$ cat src/rtl/trace_pkg.sv
// Shared types and constants for the commit-trace datapath.
package trace_pkg;

   localparam int unsigned VLEN    = 64;
   localparam int unsigned XLEN    = 64;
   localparam int unsigned STAMP_W = 32;

   // mcause value for a breakpoint, mirrored from the core's riscv package
   localparam logic [XLEN-1:0] CAUSE_BREAKPOINT = 64'd3;

   typedef enum logic {
      TRC_COMMIT    = 1'b0,
      TRC_EXCEPTION = 1'b1
   } trace_kind_e;

   typedef struct packed {
      trace_kind_e         kind;
      logic [STAMP_W-1:0]  stamp;
      logic [1:0]          priv;
      logic [VLEN-1:0]     pc;
      logic [31:0]         instr;
      logic [4:0]          rd;
      logic [XLEN-1:0]     data0;
      logic [XLEN-1:0]     data1;
   } trace_record_t;

endpackage

$ cat src/rtl/trace_mw_fifo.sv
// Multi-lane write, single FWFT read record buffer. Enabled lanes are packed
// contiguously in lane order starting at the write pointer.
module trace_mw_fifo
   import trace_pkg::*;
#(
   parameter int unsigned LANES = 3,
   parameter int unsigned DEPTH = 8
) (
   input  logic                        clk_i,
   input  logic                        rst_i,
   input  logic [LANES-1:0]            wr_en_i,
   input  trace_record_t [LANES-1:0]   wr_data_i,
   input  logic                        rd_ready_i,
   output logic                        rd_valid_o,
   output trace_record_t               rd_data_o,
   output logic [$clog2(DEPTH):0]      usage_o
);

   localparam int unsigned AW = $clog2(DEPTH);
   localparam int unsigned UW = AW + 1;

   trace_record_t                mem_q [DEPTH];
   logic [AW-1:0]                wptr_q, wptr_d;
   logic [AW-1:0]                rptr_q, rptr_d;
   logic [UW-1:0]                usage_q, usage_d;
   logic [UW-1:0]                n_push;
   logic [LANES-1:0][AW-1:0]     slot;
   logic                         pop;

   // Prefix count of enabled lanes gives each lane its compacted slot
   always_comb begin
      n_push = '0;
      slot   = '0;
      for (int unsigned j = 0; j < LANES; j++) begin
         slot[j] = wptr_q + AW'(n_push);
         if (wr_en_i[j]) begin
            n_push = n_push + UW'(1);
         end
      end
      pop     = (usage_q != '0) && rd_ready_i;
      wptr_d  = wptr_q + AW'(n_push);
      rptr_d  = rptr_q + AW'(pop);
      usage_d = usage_q + n_push - UW'(pop);
   end

   always_ff @(posedge clk_i or posedge rst_i) begin
      if (rst_i) begin
         wptr_q  <= '0;
         rptr_q  <= '0;
         usage_q <= '0;
      end else begin
         wptr_q  <= wptr_d;
         rptr_q  <= rptr_d;
         usage_q <= usage_d;
      end
   end

   always_ff @(posedge clk_i) begin
      for (int unsigned j = 0; j < LANES; j++) begin
         if (wr_en_i[j]) begin
            mem_q[slot[j]] <= wr_data_i[j];
         end
      end
   end

   // Head is forced to zero while empty so stale entries never leak out
   assign rd_valid_o = (usage_q != '0);
   assign rd_data_o  = rd_valid_o ? mem_q[rptr_q] : '0;
   assign usage_o    = usage_q;

endmodule

$ cat src/rtl/trace_commit_sequencer.sv
// Serialises per-cycle commit/exception events into a record buffer drained
// one record per cycle to a valid/ready trace sink; drops whole cycles on overflow.
module trace_commit_sequencer
   import trace_pkg::*;
#(
   parameter int unsigned NR_COMMIT_PORTS = 2,
   parameter int unsigned DEPTH           = 8
) (
   input  logic                                  clk_i,
   input  logic                                  rst_i,
   input  logic                                  trace_en_i,
   input  logic                                  clear_i,
   input  logic                                  debug_mode_i,
   input  logic [1:0]                            priv_lvl_i,
   input  logic [NR_COMMIT_PORTS-1:0]            commit_valid_i,
   input  logic [NR_COMMIT_PORTS-1:0][VLEN-1:0]  commit_pc_i,
   input  logic [NR_COMMIT_PORTS-1:0][31:0]      commit_instr_i,
   input  logic [NR_COMMIT_PORTS-1:0][4:0]       commit_rd_i,
   input  logic [NR_COMMIT_PORTS-1:0][63:0]      commit_wdata_i,
   input  logic                                  exc_valid_i,
   input  logic [VLEN-1:0]                       exc_pc_i,
   input  logic [63:0]                           exc_cause_i,
   input  logic [63:0]                           exc_tval_i,
   output logic                                  out_valid_o,
   input  logic                                  out_ready_i,
   output trace_record_t                         out_record_o,
   output logic [$clog2(DEPTH):0]                usage_o,
   output logic [STAMP_W-1:0]                    drop_cnt_o,
   output logic                                  overflow_o
);

   localparam int unsigned LANES = NR_COMMIT_PORTS + 1;
   localparam int unsigned UW    = $clog2(DEPTH) + 1;
   localparam int unsigned KW    = $clog2(LANES + 1);
   localparam int unsigned DW    = STAMP_W + 1;

   logic [STAMP_W-1:0]          stamp_q, stamp_d;
   logic [STAMP_W-1:0]          drop_cnt_q, drop_cnt_d;
   logic                        overflow_q, overflow_d;
   logic [LANES-1:0]            cand_v;
   trace_record_t [LANES-1:0]   cand_rec;
   logic [LANES-1:0]            wr_en;
   logic [KW-1:0]               k;
   logic [UW-1:0]               free;
   logic [UW-1:0]               usage;
   logic                        admit;
   logic [DW-1:0]               drop_sum;

   // Candidate records: commit ports in port order, then the exception lane
   always_comb begin
      cand_v   = '0;
      cand_rec = '0;
      for (int unsigned i = 0; i < NR_COMMIT_PORTS; i++) begin
         cand_v[i]         = trace_en_i && commit_valid_i[i];
         cand_rec[i].kind  = TRC_COMMIT;
         cand_rec[i].stamp = stamp_q;
         cand_rec[i].priv  = priv_lvl_i;
         cand_rec[i].pc    = commit_pc_i[i];
         cand_rec[i].instr = commit_instr_i[i];
         cand_rec[i].rd    = commit_rd_i[i];
         cand_rec[i].data0 = commit_wdata_i[i];
      end
      cand_v[LANES-1] = trace_en_i && exc_valid_i &&
                        !(debug_mode_i && (exc_cause_i == CAUSE_BREAKPOINT));
      cand_rec[LANES-1].kind  = TRC_EXCEPTION;
      cand_rec[LANES-1].stamp = stamp_q;
      cand_rec[LANES-1].priv  = priv_lvl_i;
      cand_rec[LANES-1].pc    = exc_pc_i;
      cand_rec[LANES-1].data0 = exc_cause_i;
      cand_rec[LANES-1].data1 = exc_tval_i;
   end

   // All-or-nothing admission against start-of-cycle occupancy
   always_comb begin
      k = '0;
      for (int unsigned i = 0; i < LANES; i++) begin
         k = k + KW'(cand_v[i]);
      end
      free       = UW'(DEPTH) - usage;
      admit      = (free >= UW'(k));
      wr_en      = admit ? cand_v : '0;
      drop_sum   = {1'b0, drop_cnt_q} + DW'(k);
      stamp_d    = trace_en_i ? stamp_q + STAMP_W'(1) : stamp_q;
      drop_cnt_d = drop_cnt_q;
      overflow_d = overflow_q;
      if (!admit) begin
         drop_cnt_d = drop_sum[STAMP_W] ? '1 : drop_sum[STAMP_W-1:0];
         overflow_d = 1'b1;
      end
      if (clear_i) begin
         drop_cnt_d = '0;
         overflow_d = 1'b0;
      end
   end

   always_ff @(posedge clk_i or posedge rst_i) begin
      if (rst_i) begin
         stamp_q    <= '0;
         drop_cnt_q <= '0;
         overflow_q <= 1'b0;
      end else begin
         stamp_q    <= stamp_d;
         drop_cnt_q <= drop_cnt_d;
         overflow_q <= overflow_d;
      end
   end

   trace_mw_fifo #(
      .LANES (LANES),
      .DEPTH (DEPTH)
   ) u_fifo (
      .clk_i      (clk_i),
      .rst_i      (rst_i),
      .wr_en_i    (wr_en),
      .wr_data_i  (cand_rec),
      .rd_ready_i (out_ready_i),
      .rd_valid_o (out_valid_o),
      .rd_data_o  (out_record_o),
      .usage_o    (usage)
   );

   assign usage_o    = usage;
   assign drop_cnt_o = drop_cnt_q;
   assign overflow_o = overflow_q;

endmodule
$ cat config.mk
export PLATFORM = sky130hd
export DESIGN_NAME = trace_commit_sequencer
export DESIGN_NICKNAME = d
export VERILOG_FILES = /design/src/rtl/trace_pkg.sv /design/src/rtl/trace_mw_fifo.sv /design/src/rtl/trace_commit_sequencer.sv
export SDC_FILE = /design/constraint.sdc
export NUM_CORES = 2
export LEC_CHECK = 0
export CORE_MARGIN = 2
export CORE_UTILIZATION = 41
export CTS_BUF_LIST = sky130_fd_sc_hd__clkbuf_4 sky130_fd_sc_hd__clkbuf_8
export DETAILED_ROUTE_END_ITERATION = 6
export GPL_TIMING_DRIVEN = 0
export PLACE_DENSITY = 0.71
export SLEW_MARGIN = 20
export SYNTH_ARGS = -nofsm -noshare
export SYNTH_HDL_FRONTEND = slang
export SYNTH_SLANG_ARGS = --single-unit
export TNS_END_PERCENT = 5
$ cat constraint.sdc
create_clock -name clk_i -period 26.3 [get_ports clk_i]
set_clock_uncertainty 0.1 [all_clocks]
set_input_delay 5.26 -clock clk_i [delete_from_list [all_inputs] [get_ports clk_i]]
set_output_delay 5.26 -clock clk_i [all_outputs]
set_load 0.01 [all_outputs]
==> qor.csv <==
stage;metric;value;unit
layout;fin_nets;10300;
die;die_w;536;um
clocking;cts_inserted_buffers;381;
timing;slew_viol_final;0;
synthesis;synth_cell_types;59;
run;maxCapViolations;0;
drt;ant_nets;0;
pwr;pwr-share-comb;0.470;
placed_design;place_inst;13100;
pwr;swShare;0.382;
synthesis;synth_nets;9129;
timing;fmax;63.3;MHz
clocking;root_buffer;clkbuf_8;
pwr;peakVddDrop;0.0673;mV
layout;multi_input_area;49700;um2
drt;firstDrtPassIters;6;
critical_path;path_buf_inv;10;
critical_path;crit_path_start_kind;input pin;
synthesis;ys_seq_elements;2187;
drt;vias_per_cell;6.05;
synthesis;syn_area_per_cell;13.6;um2
pwr;clkPwrFrac;0.199;
drt;drt-total-wl;429;mm
clocking;hold_buffers;0;
timing;final.period_utilization;0.601;
grt;grt_pass1_vias;84300;
layout;synthToLayoutAreaGrowth;18.5;%
critical_path;worstSetupPathType;input pin to flop;
critical_path;cp_slowest_cell;fa_1;
run_status;status;completed;
pwr;power.density;118;nW/um2
placed_design;gp_congestion;0.905;
pwr;p_int;10.1;mW
clocking;cts-resized-gates;0;
grt;grt_use_total;0.289;
drt;vias;84000;
clocking;cts_buffer_depth;4;
timing;worst_slew_pin_slew;1170;ps
clocking;clk-insertion-delay-late;1040;ps
die;die_area;288000;um2
critical_path;cpPeakStageDelay;800;ps
grt;grt_max_degree;47;
drt;avgRoutedWirePerCell;30.9;um
clocking;clock-sinks;2187;
layout;layout-drive-gt1-share;0.241;
clocking;post_cts_buffers;0;
timing;setup_viol;0;
pwr;share_seq_of_total_power;0.331;
die;boundaryPins;835;
pwr;p_sw;6.23;mW
critical_path;crit_arrival;16380;ps
pwr;p_leak;50.5;nW
grt;grt_pass1_wl;602;mm
timing;rsz0062_at_grt;false;
critical_path;worst-path-max-fanout;38;
critical_path;endpoint_kind;flop;
critical_path;path_delay_family;buffers and inverters;
grt;antenna_found_initial;184;
die;initial_core_util;0.412;
layout;final_common_cell;edfxtp_1;
clocking;htree_levels;5;
worst_hold_path;hp-class;flop to flop;
die;fp.dieH;536;um
critical_path;cp.required;26890;ps
timing;finalSetupTns;0;ps
grt;overflow;0;
layout;seq_area;62300;um2
clocking;cts_tree;built;
drt;drt_iter0_markers;10600;
timing;hold_viol_final;0;
timing;max-slew-margin-rel;0.221;
placed_design;dp_hpwl;297;mm
synthesis;synth_cells;8571;
layout;final_cell_mix;1808 x edfxtp_1, 1117 x nor2_1, 1075 x mux2i_1, 694 x clkdlybuf4s50_1, 622 x nand2_1;
synthesis;synth_warnings;0;
layout;fillers;24200;
synthesis;seq_area_frac_synth;0.536;
placed_design;portBuffers;694;
timing;period_needed;15800;ps
die;rows;195;
die;core;282000;um2
drt;drcViolationCount;0;
clocking;clkSlewWorstSetupHoldPaths;60;ps
layout;layout.cells.non_filler;13900;
synthesis;synth_area;116000;um2
-- state kept, by name (all words and copies together) (netlist names) --
name and count:
overflow_o 1, stamp_q 32, u_fifo.usage_o 4, u_fifo.wptr_q 3, drop_cnt_o 32, u_fifo.mem_q 2112, u_fifo.rptr_q 3
-- worst register-to-register path, stage by stage (launching register included) --
cell,delay (ps)
dfrtp_1,390
inv_1,100
ha_1,300
ha_1,310
a211oi_2,720
nand2_1,450
clkbuf_1,500
clkbuf_1,510
nand2_1,230
ha_1,290
ha_1,290
clkbuf_1,590
nand3_1,190
nor3_1,160
o21ai_0,190
a21oi_4,780
buf_2,670
or3_4,570
buf_12,290
buf_12,260
buf_16,300
buf_16,330
-- cells in the mapped netlist, drive strengths merged --
cell type,count,area (um2)
a211o,4,35.0
a211oi,304,2890
a21boi,1,11.3
a21o,5,37.5
a21oi,21,131
a311oi,10,87.6
a31oi,6,37.5
and2,12,75.1
and3,18,113
and4,10,92.6
buf,524,3130
clkbuf,287,1090
dfrtp,75,1880
dfxtp,304,6090
edfxtp,1808,54300
fa,5,100
ha,20,250
inv,28,105
mux2,1025,12300
mux2i,1075,10800
mux4,528,11900
nand2,623,2350
nand2b,66,413
nand3,33,165
nand3b,3,22.5
nand4,26,205
nor2,1118,4200
nor3,25,130
nor3b,5,37.5
nor4,20,153
nor4b,2,23.8
o211a,4,40.0
o211ai,2,15.0
o21ai,525,2630
o31ai,1,7.51
or2,1,6.26
or3,4,25.0
xnor2,29,254
xor2,14,123
-- worst paths after layout --
path	startpoint	end	slack [ps]	depth (start not counted)
worst min-delay path	u_fifo.mem_q[0][263]$_SDFFE_PP1P_	u_fifo.mem_q[0][263]$_SDFFE_PP1P_	360	1
worst min register to register	u_fifo.mem_q[0][263]$_SDFFE_PP1P_	u_fifo.mem_q[0][263]$_SDFFE_PP1P_	360	1
max in group asynchronous	rst_i	stamp_q[1]$_DFFE_PP0P_	20970	3
worst max-delay path	exc_cause_i[47]	u_fifo.mem_q[1][39]$_SDFFCE_PN0P_	10500	27
min in group asynchronous	rst_i	drop_cnt_o[19]$_DFFE_PP0P_	4450	2
worst max register to register	u_fifo.usage_o[0]$_DFF_PP0_	u_fifo.mem_q[1][39]$_SDFFCE_PN0P_	17380	21
-- area by class of cell --
cell class                      instances  area share
Clock inverter                        156     0.00910
Tap cell                             3743      0.0340
Inverter                               28    0.000782
Timing Repair Buffer                  762      0.0629
Sequential cell                      2187       0.452
Clock buffer                          529      0.0469
Buffer                                811      0.0310
Multi-Input combinational cell       5545       0.361
Antenna cell                          121     0.00220
-- power groups by stage --
| stage | combinational [mW] | clock (mW) | sequential, mW |
|---|---|---|---|
| after floorplan | 4.24 | 0 | 5.52 |
| after global placement | 7.22 | 0 | 5.83 |
| after detailed placement | 7.59 | 0 | 5.45 |
| after CTS | 7.62 | 3.26 | 5.39 |
| after global routing | 8.01 | 3.40 | 5.47 |
| final | 7.66 | 3.25 | 5.40 |
-- kinds of logic after synthesis --
group,Yosys count,share of synthesized area
flops,2187,0.536
compound gates,883,0.0509
mux,2628,0.301
buf+inv,839,0.0373
simple gates,1966,0.0690
fa+ha+maj,25,0.00302
xor+xnor,43,0.00324
-- metrics by stage --
stage          power (mW)  utilization  cell area, um2  setup slack (ps)  hold WS, ps
5_1_grt              16.9        0.488          138000             10300          381
3_5_place_dp         13.0        0.460          130000              9680          343
3_3_place_gp         13.1        0.453          128000               128          333
6_report             16.3        0.488          138000             10500          363
2_1_floorplan        9.76            -          116000             10280          320
4_1_cts              16.3        0.487          137000             10860          352
-- routing by layer --
layer,vias up,track usage,wire length [um]
met5,-,0,801
met4,124,0.171,27500
li1,34900,-,-
met3,1209,0.0786,51500
met2,5680,0.445,194000
met1,42100,0.365,155000
No activity file was read; power rests on OpenSTA's default activity.
